### src/rtl/muldiv_iter_unit.sv
// ---------------------------------------------------------------------------
// muldiv_iter_unit
//   Iterative RV32M multiply/divide unit for the EX stage. Multiplies use a
//   radix-2 shift-add over a 2*WIDTH accumulator; divides use restoring
//   division. Each produces one bit per cycle. Operand magnitudes are taken
//   on acceptance, and the sign is fixed up in a single final cycle.
//
// Ports
//   CLK       system clock, rising edge
//   RESETN    asynchronous active-low reset
//   START     request, taken only while idle and not flushed
//   FLUSH     synchronous abort of any operation in flight
//   OP        funct3 operation code (MUL..REMU)
//   DATA1     rs1 operand, sampled at acceptance
//   DATA2     rs2 operand, sampled at acceptance
//   BUSY      operation in progress
//   DONE      one-cycle pulse, RESULT valid
//   RESULT    registered result, held until the next DONE
//   DIV_ZERO  registered with DONE, divide op had DATA2 = 0
// ---------------------------------------------------------------------------
module muldiv_iter_unit #(
   parameter int WIDTH = 32,
   parameter int CNT_W = $clog2(WIDTH) + 1
) (
   input  logic             CLK,
   input  logic             RESETN,
   input  logic             START,
   input  logic             FLUSH,
   input  logic [2:0]       OP,
   input  logic [WIDTH-1:0] DATA1,
   input  logic [WIDTH-1:0] DATA2,
   output logic             BUSY,
   output logic             DONE,
   output logic [WIDTH-1:0] RESULT,
   output logic             DIV_ZERO
);

   localparam logic [2:0] OP_MUL    = 3'b000;
   localparam logic [2:0] OP_MULH   = 3'b001;
   localparam logic [2:0] OP_MULHSU = 3'b010;
   localparam logic [2:0] OP_DIV    = 3'b100;
   localparam logic [2:0] OP_REM    = 3'b110;

   localparam logic [WIDTH-1:0]   ONE_W    = 1;
   localparam logic [2*WIDTH-1:0] ONE_2W   = 1;
   localparam logic [WIDTH-1:0]   MIN_NEG  = {1'b1, {(WIDTH-1){1'b0}}};
   localparam logic [CNT_W-1:0]   CNT_INIT = CNT_W'(WIDTH);
   localparam logic [CNT_W-1:0]   CNT_ONE  = 1;

   typedef enum logic [1:0] {
      IDLE = 2'd0,
      CALC = 2'd1,
      FIN  = 2'd2
   } state_t;

   state_t state, state_nxt;

   // Two's-complement negation helpers for the final sign fix-up.
   function automatic logic [WIDTH-1:0] neg_w(input logic [WIDTH-1:0] v);
      return ~v + ONE_W;
   endfunction

   function automatic logic [2*WIDTH-1:0] neg_2w(input logic [2*WIDTH-1:0] v);
      return ~v + ONE_2W;
   endfunction

   // ---- acceptance decode (operands as presented on START) ----
   logic signed [WIDTH-1:0] data1_s, data2_s;
   logic                    sgn1, sgn2, neg1, neg2;
   logic                    is_div, div_zero_in, div_ovf_in, fast, neg_res_in;
   logic [WIDTH-1:0]        mag1, mag2;
   logic                    accept;

   always_comb begin
      data1_s     = DATA1;
      data2_s     = DATA2;
      sgn1        = (OP == OP_MULH) || (OP == OP_MULHSU) || (OP == OP_DIV) || (OP == OP_REM);
      sgn2        = (OP == OP_MULH) || (OP == OP_DIV) || (OP == OP_REM);
      neg1        = sgn1 && (data1_s < 0);
      neg2        = sgn2 && (data2_s < 0);
      mag1        = neg1 ? neg_w(DATA1) : DATA1;
      mag2        = neg2 ? neg_w(DATA2) : DATA2;
      is_div      = OP[2];
      div_zero_in = is_div && (DATA2 == '0);
      // Only the signed divides (OP[0]=0) can overflow.
      div_ovf_in  = is_div && !OP[0] && (DATA1 == MIN_NEG) && (DATA2 == '1);
      fast        = div_zero_in || div_ovf_in;
      case (OP)
         OP_MULH, OP_DIV:   neg_res_in = neg1 ^ neg2;
         OP_MULHSU, OP_REM: neg_res_in = neg1;
         default:           neg_res_in = 1'b0;
      endcase
   end

   assign accept = (state == IDLE) && START && !FLUSH;

   // ---- control state ----
   logic [CNT_W-1:0] cnt;

   always_ff @(posedge CLK or negedge RESETN) begin
      if (!RESETN) state <= IDLE;
      else         state <= state_nxt;
   end

   always_comb begin
      state_nxt = state;
      if (FLUSH) begin
         state_nxt = IDLE;
      end else begin
         case (state)
            IDLE:    if (START) state_nxt = fast ? FIN : CALC;
            CALC:    if (cnt == CNT_ONE) state_nxt = FIN;
            FIN:     state_nxt = IDLE;
            default: state_nxt = IDLE;
         endcase
      end
   end

   assign BUSY = (state != IDLE);

   // ---- iteration datapath ----
   logic [2:0]         op_q;
   logic               neg_q, dz_q;
   logic [2*WIDTH-1:0] acc;
   logic [WIDTH-1:0]   opnd;
   logic [WIDTH-1:0]   acc_hi, acc_lo;
   logic [WIDTH:0]     mul_sum, div_trial, div_diff;
   logic [2*WIDTH-1:0] mul_next, div_next;

   always_comb begin
      acc_hi    = acc[2*WIDTH-1:WIDTH];
      acc_lo    = acc[WIDTH-1:0];
      // Shift-add: add multiplicand into the high half when the current
      // multiplier bit (acc LSB) is set, then shift the whole pair right.
      mul_sum   = {1'b0, acc_hi} + (acc_lo[0] ? {1'b0, opnd} : '0);
      mul_next  = {mul_sum, acc_lo[WIDTH-1:1]};
      // Restoring divide: partial remainder in the high half, dividend bits
      // shifting out of the low half while quotient bits shift in.
      div_trial = {acc_hi, acc_lo[WIDTH-1]};
      div_diff  = div_trial - {1'b0, opnd};
      // A borrow into bit WIDTH means trial < divisor: keep the remainder.
      div_next  = div_diff[WIDTH] ? {div_trial[WIDTH-1:0], acc_lo[WIDTH-2:0], 1'b0}
                                  : {div_diff[WIDTH-1:0],  acc_lo[WIDTH-2:0], 1'b1};
   end

   // ---- final sign correction and result select ----
   logic [2*WIDTH-1:0] prod;
   logic [WIDTH-1:0]   div_word, fin_result;

   always_comb begin
      prod       = neg_q ? neg_2w(acc) : acc;
      div_word   = op_q[1] ? acc_hi : acc_lo;
      fin_result = prod[WIDTH-1:0];
      if (op_q[2])
         fin_result = neg_q ? neg_w(div_word) : div_word;
      else if (op_q[1:0] != 2'b00)
         fin_result = prod[2*WIDTH-1:WIDTH];
   end

   always_ff @(posedge CLK or negedge RESETN) begin
      if (!RESETN) begin
         op_q     <= '0;
         neg_q    <= 1'b0;
         dz_q     <= 1'b0;
         cnt      <= '0;
         acc      <= '0;
         opnd     <= '0;
         RESULT   <= '0;
         DONE     <= 1'b0;
         DIV_ZERO <= 1'b0;
      end else begin
         DONE <= 1'b0;
         if (accept) begin
            op_q  <= OP;
            neg_q <= fast ? 1'b0 : neg_res_in;
            dz_q  <= div_zero_in;
            cnt   <= CNT_INIT;
            if (div_zero_in) begin
               // Quotient all ones in the low half, remainder = dividend.
               acc  <= {DATA1, {WIDTH{1'b1}}};
               opnd <= '0;
            end else if (div_ovf_in) begin
               acc  <= {{WIDTH{1'b0}}, DATA1};
               opnd <= '0;
            end else if (is_div) begin
               acc  <= {{WIDTH{1'b0}}, mag1};
               opnd <= mag2;
            end else begin
               acc  <= {{WIDTH{1'b0}}, mag2};
               opnd <= mag1;
            end
         end else if (!FLUSH && (state == CALC)) begin
            cnt <= cnt - CNT_ONE;
            acc <= op_q[2] ? div_next : mul_next;
         end else if (!FLUSH && (state == FIN)) begin
            RESULT   <= fin_result;
            DIV_ZERO <= dz_q;
            DONE     <= 1'b1;
         end
      end
   end

endmodule

### config.mk
export PLATFORM = sky130hd
export DESIGN_NAME = muldiv_iter_unit
export DESIGN_NICKNAME = d
export VERILOG_FILES = /design/src/rtl/muldiv_iter_unit.sv
export SDC_FILE = /design/constraint.sdc
export NUM_CORES = 1
export LEC_CHECK = 0
export CORE_ASPECT_RATIO = 0.6
export CORE_MARGIN = 4
export CORE_UTILIZATION = 42
export DETAILED_ROUTE_END_ITERATION = 16
export PLACE_DENSITY_LB_ADDON = 0.12
export SETUP_SLACK_MARGIN = 0.2
export SYNTH_ARGS = -nofsm -noshare
export SYNTH_HDL_FRONTEND = slang
export SYNTH_SLANG_ARGS = --single-unit
### constraint.sdc
create_clock -name CLK -period 9.4 [get_ports CLK]
set_input_delay 0.94 -clock CLK [delete_from_list [all_inputs] [get_ports CLK]]
set_output_delay 0.94 -clock CLK [all_outputs]
set_load 0.005 [all_outputs]
==> impl_metrics.toml <==
[run_status]
status = "finished clean"

[setup_path]
slowest_stage = "nor3_1"
r2r-end = "acc[44]"
r2r-start = "acc[31]"
worstPathMaxFanout = 7
start_kind = "register"
slowest_delay_ns = 0.85
startpoint = "acc[31]"
required_ns = 9.74
critical_path.cell_chain = "inv_1, ha_1, fa_1, nor2b_1, o31a_1, o22ai_1, buf_4, o31ai_1, nand4_1, and3_1, nor3_1, buf_4, mux2i_1, o31a_1"
crit_end = "acc[44]"
ff2ff_setup_slack_ns = 4.53
cp_data_arrival_time_ns = 5.20
worstSetupPathType = "register to register"
critPathCaptureType = "register"
r2r_cells = 14

[power_and_ir_drop]
power.density_nw_per_um2 = 345.3
p_leak_nw = 7.212
peakVddDrop_uv = 191.6

[worst_hold_path]
hold_path_startpoint = "RESULT[11]"
hp-class = "register to register"

[clocking]
post_cts_buffers = 0
numCtsBuffers = 17
holdBufCountCts = 0
clock_sinks = 143
clkTransAtPathRegs_ns = 0.06
ctsResizeCount = 0
h-tree-depth = 4
cts.path.max_buffers = 2
cts_root_buf = "clkbuf_16"
clock_latency_ns = 0.47
cts_tree = "yes"

[sta]
rsz0062_at_grt = "false"
tns_ns = 0
finalHoldViolations = 0
min_period_ns = 4.866
tightest_slew_ns = 1.299
final-setup-viol-count = 0
relSlewSlack_pct = 12.81
timing.final.crit_share_pct = 51.77
fmax_mhz = 205.5
final_max_slew_viol_count = 0
finClkSkew_ns = 0.01676

[global_routing]
antenna_found_initial = 2
groute.usage.overall_pct = 31.83
grt.overflow.total = 0
grt_pass1_wl_um = 100700
grt_max_degree = 125
grt_pass1_vias = 15480

[placement]
portBuffers = 105
gp_congestion = 0.9902
dpl.hpwl_um = 51430
dp.cells = 2627

[detailed_routing]
ant_nets = 0
wl_um = 67260
drtIter0Drc = 2343
first_pass_iters = 6
drc = 0
routed-via-count = 16990
wire_per_inst_um = 25.30
routed_via_density = 6.391

[cells_and_area]
multi_input_area_sq_um = 11420
diodes = 0
stdcell_count = 2659
area_growth_pct = 11.73
final_cell_mix = "217 x nand2_1, 217 x a21oi_1, 208 x nor2_1"
drive_gt1_share_pct = 5.429
seq_area_sq_um = 3585
nets = 2286
fill_cells = 3662

[floorplan]
initial_core_util_pct = 43.18
die_height_um = 158.7
row_count = 54
ios = 106
die_area_sq_um = 41130
die_w_um = 259.2
core_area_sq_um = 36820

[synthesis]
synthCells = 2158
synth-seq-cells = 143
synth.distinct_cells = 83
synthesis.nets = 2302
syn_area_sq_um = 15900
synthFlopType = "dfrtp_1"
syn_area_per_cell_sq_um = 7.367
yosysWarnings = 0
yosysSeqAreaShare_pct = 22.51
async_flop_share_pct = 100.0
synth_edf_count = 0

[flow_run]
maxCapViolations = 0
==> area by class of cell <==
type / instances / area share [%]
clock inverter: 15 / 1.120
timing repair buffer: 129 / 6.924
multi-input combinational: 1779 / 64.31
sequential: 143 / 20.18
inverter: 72 / 1.521
clock buffer: 17 / 2.395
tap: 504 / 3.550
==> flip-flops by register name (all words and copies together) (netlist names) <==
name / cells
neg_q: 1
op_q: 3
dz_q: 1
cnt: 6
state: 2
acc: 64
opnd: 32
DONE: 1
RESULT: 32
DIV_ZERO: 1
==> critical path: cells and delay by family, from the launching register on <==
kind                     cells  cell delay (ns)
AND/OR/NAND/NOR              4             1.70
AO/OA/AOI/OAI                4             1.17
adder cells (fa/ha/maj)      2             0.69
buffers and inverters        3             0.66
flip-flops                   1             0.41
multiplexers                 1             0.09
==> stage by stage <==
| stage | setup slack (ns) | power [W] | instance area [sq um] | util (%) | hold WS [ns] |
|---|---|---|---|---|---|
| after floorplan | 5.371 | 0.003953 | 15900 | - | 0.4395 |
| after global placement | 4.655 | 0.005193 | 17140 | 46.55 | 0.4623 |
| after detailed placement | 4.561 | 0.005211 | 17140 | 46.55 | 0.4697 |
| after CTS | 4.686 | 0.005988 | 17760 | 48.24 | 0.4872 |
| after global routing | 4.278 | 0.006517 | 17760 | 48.24 | 0.5028 |
| final | 4.534 | 0.006134 | 17760 | 48.24 | 0.4800 |
==> layer usage <==
metal / global-route usage, % / vias up / share of wire [%]
met2: 40.78 / 969 / 37
met5: 0 / - / 0.034
met3: 10.36 / 72 / 13
met1: 50.88 / 8163 / 48
li1: - / 7786 / -
met4: 5.979 / 4 / 1.5
==> cell usage after synthesis, types with 34 or more instances <==
cell type,n,share of area (%)
a21oi_1,217,6.8
clkbuf_1,144,3.4
xnor2_1,109,6.0
nand2_1,217,5.1
xor2_1,83,4.6
o22ai_1,34,1.3
inv_1,72,1.7
o21ai_0,155,4.9
nand3_1,46,1.4
ha_1,71,5.6
o31ai_1,38,1.8
mux2i_1,83,5.2
nor3_1,60,1.9
dfrtp_1,143,23
nor2_1,210,5.0
==> report_power, final <==
part / leakage (nW) / switching, W / internal [W]
clock network: 0.311 / 0.000335 / 0.000428
logic: 5.16 / 0.00235 / 0.00160
registers: 1.75 / 0.000560 / 0.000859
==> how the worst min path moves through the flow <==
| stage | end | slack (ns) | cells past startpoint |
|---|---|---|---|
| floorplan | DIV_ZERO | 0.44 | 2 |
| global placement | RESULT[17] | 0.46 | 2 |
| detailed placement | RESULT[25] | 0.47 | 1 |
| CTS | RESULT[17] | 0.49 | 2 |
| global route | RESULT[25] | 0.50 | 1 |
| finish | RESULT[11] | 0.48 | 2 |
==> cells by family after synthesis <==
group / count (synthesis) / synth area share, %
AND/OR/NAND/NOR: 727 / 21.94
AO/OA/AOI/OAI: 684 / 26.76
buffers and inverters: 236 / 5.737
XOR/XNOR: 192 / 10.58
flip-flops: 143 / 22.51
multiplexers: 103 / 6.642
adder cells (fa/ha/maj): 73 / 5.839
Power figures use the tool's default switching activity.
